--- src/rtl/nibble_serial_adder.sv ---
// Wide adder that walks WIDTH-bit operands through a 4-bit carry-skip slice,
// one nibble per clock, LSB first, with the carry chained through a register.
//   state  | meaning
//   IDLE   | ready for operands; last result still visible on o_sum/o_cout/o_ovf
//   RUN    | one nibble added per clock, r_idx selects the nibble
//   DONE   | result presented, waiting for the consumer handshake

module carryskipadder (
  input  logic [3:0] a,
  input  logic [3:0] b,
  input  logic       cin,
  output logic [3:0] sum,
  output logic       cout
);
  logic [3:0] w_p;
  logic [4:0] w_c;

  assign w_p    = a ^ b;
  assign w_c[0] = cin;

  for (genvar i = 0; i < 4; i++) begin : g_ripple
    assign sum[i]   = w_p[i] ^ w_c[i];
    assign w_c[i+1] = (a[i] & b[i]) | (w_p[i] & w_c[i]);
  end

  // A fully propagating nibble passes cin straight through.
  assign cout = (&w_p) ? cin : w_c[4];
endmodule

module nibble_serial_adder #(
  parameter int WIDTH = 16
) (
  input  logic             i_clk,
  input  logic             i_rst,
  input  logic             i_in_valid,
  output logic             o_in_ready,
  input  logic [WIDTH-1:0] i_a,
  input  logic [WIDTH-1:0] i_b,
  input  logic             i_cin,
  output logic             o_out_valid,
  input  logic             i_out_ready,
  output logic [WIDTH-1:0] o_sum,
  output logic             o_cout,
  output logic             o_ovf,
  output logic             o_busy
);
  localparam int NIB  = WIDTH / 4;
  localparam int IDXW = (NIB > 1) ? $clog2(NIB) : 1;

  typedef enum logic [1:0] {
    S_IDLE = 2'd0,
    S_RUN  = 2'd1,
    S_DONE = 2'd2
  } state_t;

  state_t r_state;
  state_t w_state_nxt;

  logic [WIDTH-1:0] r_a;
  logic [WIDTH-1:0] r_b;
  logic [WIDTH-1:0] r_sum;
  logic             r_carry;
  logic             r_cout;
  logic             r_ovf;
  logic [IDXW-1:0]  r_idx;

  logic [IDXW+1:0]  w_base;
  logic [3:0]       w_slice_sum;
  logic             w_slice_cout;
  logic             w_accept;
  logic             w_last;

  assign w_base   = {r_idx, 2'b00};
  assign w_accept = (r_state == S_IDLE) && i_in_valid;
  assign w_last   = (r_idx == IDXW'(NIB - 1));

  carryskipadder u_slice (
    .a    (r_a[w_base +: 4]),
    .b    (r_b[w_base +: 4]),
    .cin  (r_carry),
    .sum  (w_slice_sum),
    .cout (w_slice_cout)
  );

  always_ff @(posedge i_clk or posedge i_rst) begin
    if (i_rst) begin
      r_state <= S_IDLE;
    end else begin
      r_state <= w_state_nxt;
    end
  end

  always_comb begin
    w_state_nxt = r_state;
    o_in_ready  = 1'b0;
    o_out_valid = 1'b0;
    o_busy      = 1'b0;
    case (r_state)
      S_IDLE: begin
        o_in_ready = 1'b1;
        if (i_in_valid) w_state_nxt = S_RUN;
      end
      S_RUN: begin
        o_busy = 1'b1;
        if (w_last) w_state_nxt = S_DONE;
      end
      S_DONE: begin
        o_out_valid = 1'b1;
        if (i_out_ready) w_state_nxt = S_IDLE;
      end
      default: w_state_nxt = S_IDLE;
    endcase
  end

  always_ff @(posedge i_clk or posedge i_rst) begin
    if (i_rst) begin
      r_a     <= '0;
      r_b     <= '0;
      r_sum   <= '0;
      r_carry <= 1'b0;
      r_cout  <= 1'b0;
      r_ovf   <= 1'b0;
      r_idx   <= '0;
    end else if (w_accept) begin
      r_a     <= i_a;
      r_b     <= i_b;
      r_carry <= i_cin;
      r_sum   <= '0;
      r_idx   <= '0;
    end else if (r_state == S_RUN) begin
      r_sum[w_base +: 4] <= w_slice_sum;
      r_carry            <= w_slice_cout;
      if (w_last) begin
        r_cout <= w_slice_cout;
        // Signed overflow: like-signed operands producing a result of the other sign.
        r_ovf  <= (r_a[WIDTH-1] == r_b[WIDTH-1]) && (w_slice_sum[3] != r_a[WIDTH-1]);
      end else begin
        r_idx <= r_idx + 1'b1;
      end
    end
  end

  assign o_sum  = r_sum;
  assign o_cout = r_cout;
  assign o_ovf  = r_ovf;
endmodule

--- config.mk ---
export PLATFORM = sky130hd
export DESIGN_NAME = nibble_serial_adder
export DESIGN_NICKNAME = d
export VERILOG_FILES = /design/src/rtl/nibble_serial_adder.sv
export SDC_FILE = /design/constraint.sdc
export NUM_CORES = 1
export LEC_CHECK = 0
export CAP_MARGIN = 25
export CORE_ASPECT_RATIO = 1.75
export CORE_MARGIN = 5
export CORE_UTILIZATION = 40
export CTS_BUF_LIST = sky130_fd_sc_hd__clkbuf_4 sky130_fd_sc_hd__clkbuf_8 sky130_fd_sc_hd__clkbuf_16
export DETAILED_ROUTE_END_ITERATION = 8
export GPL_TIMING_DRIVEN = 0
export PLACE_DENSITY = 0.69
export RECOVER_POWER = 100
export SYNTH_ARGS = -nofsm -noshare
export SYNTH_HDL_FRONTEND = slang
export SYNTH_SLANG_ARGS = --single-unit
--- constraint.sdc ---
create_clock -name i_clk -period 4.1 [get_ports i_clk]
set_input_delay 0.615 -clock i_clk [delete_from_list [all_inputs] [get_ports i_clk]]
set_output_delay 0.615 -clock i_clk [all_outputs]
set_load 0.02 [all_outputs]
==> results by group <==
Run status
  – Status: finished with violations
  – Failing checks: max-capacitance violations, max-slew violations

Power and ir drop
  – Leakage power: 1.75 nW
  – Pwr/cell area: 838 nW/um^2
  – VDD IR-drop max: 451 uV
  – Tot Pwr: 0.00295 W

Routing
  – Detail Route Antenna Nets: 0
  – Vias: 2032
  – First DRT Iteration DRCs: 109
  – Avg WL per Cell: 14.7 microns
  – # DRC: 0
  – Via density per instance: 4.92
  – First-pass DRT Iterations: 4
  – Post-Route WL: 6080 microns

Finish
  – Final core occ: 53.5%
  – N_diodes: 0
  – Nets@finish: 380
  – Area Growth Syn to Fin: 29.3%
  – Most common cell after layout, fill and taps aside: nand2_1
  – Most frequent cells in the layout: nand2_1, dfrtp_1, clkdlybuf4s50_1, dlygate4sd3_1, inv_1
  – Post-Layout Inst Area: 3520 sq um
  – Layout cells sized above 1: 7.55%
  – Filler Cells Inserted: 616

Worst hold path
  – Hold Crit Start: r_a[12]
  – Hold depth: 2
  – HP Class: register to register
  – Min-Delay Endpoint: r_a[12]

Yosys
  – Synth warn: 0
  – Synthesized cell area: 2730 sq um
  – Post-Synth Adder-Cell Area: 6.61%
  – Gate Count Post-Synth: 266
  – Post-synthesis mux area share: 9.64%
  – Post-Synth XOR/XNOR Area: 0.321%
  – Post-synthesis compound-gate area fraction: 6.10%
  – Post-Syn Nets: 315
  – Largest family of logic cells by synthesized area: simple AND/OR/NAND/NOR gates
  – Syn Area/Cell: 10.2 sq um
  – Netlist cell types: 39
  – Simple-Gate Fraction of Synth Area: 21.4%
  – FF+latch count, synth: 55
  – Sequential area share after synthesis: 50.5%

Worst setup path
  – Worst path bufs/invs: 4
  – Cells on worst reg2reg path: 12
  – FF-to-FF Start: r_idx[0]
  – Crit path capture type: register
  – Data required, critical path: 4250 ps
  – Worst path slowest cell: fa_1
  – Setup slack, reg-to-reg: 480 ps
  – Worst path max stage delay: 640 ps
  – Max FO, Critical Path: 10
  – R2R Path End: o_ovf
  – Critical path launch point type: register
  – Kind of critical path: register to register
  – Critical path's top delay family: adder cells
  – Crit path DAT: 3770 ps
  – Cell mode on critical path: fa_1
  – Crit-path cells: clkbuf_1 -> buf_6 -> mux4_2 -> fa_1 -> inv_1 -> fa_1 -> fa_1 -> inv_1 -> fa_1 -> and3b_1 -> a21oi_1 -> o21ai_0

Timing
  – Setup TNS: 0 ps
  – Final count of pins violating max slew: 32
  – Worst-margin pin slew: 1660 ps
  – Fmax: 0.276 GHz
  – RSZ-0062 raised after global routing: no
  – Setup violators final: 0
  – Final hold viol count: 0
  – Final worst-path cycle share: 88.2%
  – Setup Skew: 5.71 ps
  – Worst rel slew slack: -10.7%
  – WHS: 472 ps
  – Crit path time final: 3620 ps

Floorplan
  – Die Ht: 119 microns
  – Initial Utilization: 41.4%
  – Die X: 72.4 microns
  – IO Count: 58
  – Full die area: 8630 sq um
  – Core area: 6590 sq um
  – Row cnt: 39

CTS
  – Root Driver: clkbuf_16
  – Post-CTS Resized: 0
  – CTS tree: yes
  – Clk pin slew, worst setup/hold paths: 70 ps
  – Clk sinks: 55
  – Clock Path Buffers: 2
  – H-tree levels: 2
  – Cts hold-fix bufs: 0
  – Num CTS Buffers: 5
  – Post-CTS Setup Inserts: 0
  – Worst skew pair latency: 280 ps

Job
  – Max-cap violations: 1

GRT
  – Initial antenna violation count: 0
  – Global-route wire length before repair: 10600 microns
  – GRT Util Overall: 15.5%
  – Pin count of the biggest net entering global routing: 32
  – Remaining Overflow, GRT: 0
  – Vias in the first global route: 2180

Placement
  – Dpl hpwl: 4710 microns
  – Port bufs: 57
  – Final GP Congestion: 0.807
  – Placement Cell Area: 3420 sq um
==> flip-flops by register name, summed over array words and instances (netlist names) <==
signal,flops
o_sum,16
r_idx,2
o_ovf,1
r_carry,1
r_state,2
r_b,16
r_a,16
o_cout,1
==> metrics by stage <==
step           setup slack (ps)  cells
5_1_grt                     216    413
2_1_floorplan              1020    266
3_5_place_dp                665    406
3_3_place_gp                695    405
6_report                    482    413
4_1_cts                     620    413
==> cells in the mapped netlist <==
library cell  count  area, sq um
a21o_1            1         7.51
a21oi_1           1         5.00
a21oi_2           1         8.76
a221o_1           1         10.0
a22o_1            2         17.5
a32o_1            2         20.0
and2b_1           1         7.51
and3_1            2         12.5
and3b_1           2         17.5
and4_1            1         8.76
and4b_1           2         20.0
buf_2             3         15.0
buf_4             3         22.5
buf_6             4         45.0
clkbuf_1          2         7.51
clkbuf_2          1         5.00
dfrtp_1          55         1380
fa_1              4         80.1
ha_1              8          100
inv_1            14         52.6
mux2_2            2         22.5
mux2i_1           6         60.1
mux4_2            8          180
nand2_1         100          375
nand2b_1          2         12.5
nand3_1           3         15.0
nand3b_1          1         7.51
nand4_1           5         31.3
nor2_1            7         26.3
nor2b_1           1         6.26
nor3b_1           1         7.51
nor3b_2           1         12.5
o21ai_0           7         35.0
o2bb2ai_1         2         17.5
o31ai_1           6         45.0
or2_1             1         6.26
or2_2             1         6.26
or3b_4            1         11.3
xnor2_1           1         8.76
==> worst max-delay path by stage <==
stage                        start     to  cells past startpoint
final                     r_idx[0]  o_ovf                     12
after global routing      r_idx[0]  o_ovf                     12
after CTS                 r_idx[0]  o_ovf                     12
after detailed placement  r_idx[0]  o_ovf                     12
after global placement    r_idx[0]  o_ovf                     12
after floorplan           r_idx[0]  o_ovf                     12
==> worst register-to-register path, cell delays in order (launching register included) <==
cell      delay (ps)
dfrtp_1          370
clkbuf_1         360
buf_6            240
mux4_2           570
fa_1             420
inv_1             90
fa_1             180
fa_1             170
inv_1             50
fa_1             640
and3b_1          210
a21oi_1          100
o21ai_0           80
==> final cells by class <==
class	count	area, sq um	share of cell area [%]
Sequential cell	55	1380	39.0
Multi-Input combinational cell	184	1200	34.1
Timing Repair Buffer	58	574	16.3
Clock buffer	6	139	3.94
Tap cell	82	103	2.91
Buffer	13	72.6	2.06
Inverter	14	52.6	1.49
Clock inverter	1	5.00	0.142
==> power breakdown <==
group	switching, W	total [W]	internal (W)
combinational	0.000929	0.00163	0.000700
sequential	0.000129	0.000905	0.000775
clock	0.000180	0.000419	0.000239
==> cells by family after synthesis <==
| kind of cell | after synthesis |
|---|---|
| buffers and inverters | 27 |
| XOR/XNOR | 1 |
| flip-flops | 55 |
| multiplexers | 16 |
| AND/OR/NAND/NOR | 132 |
| AO/OA/AOI/OAI | 23 |
| adder cells (fa/ha/maj) | 12 |
==> layer usage <==
layer | GRT usage [%] | vias to the layer above | routed length [microns]
met3 | 2.02 | 11 | 238
li1 | - | 1003 | -
met1 | 17.9 | 972 | 2370
met2 | 28.4 | 46 | 3330
met5 | 0 | - | 0
met4 | 5.77 | 0 | 149
Power figures use the tool's default switching activity.
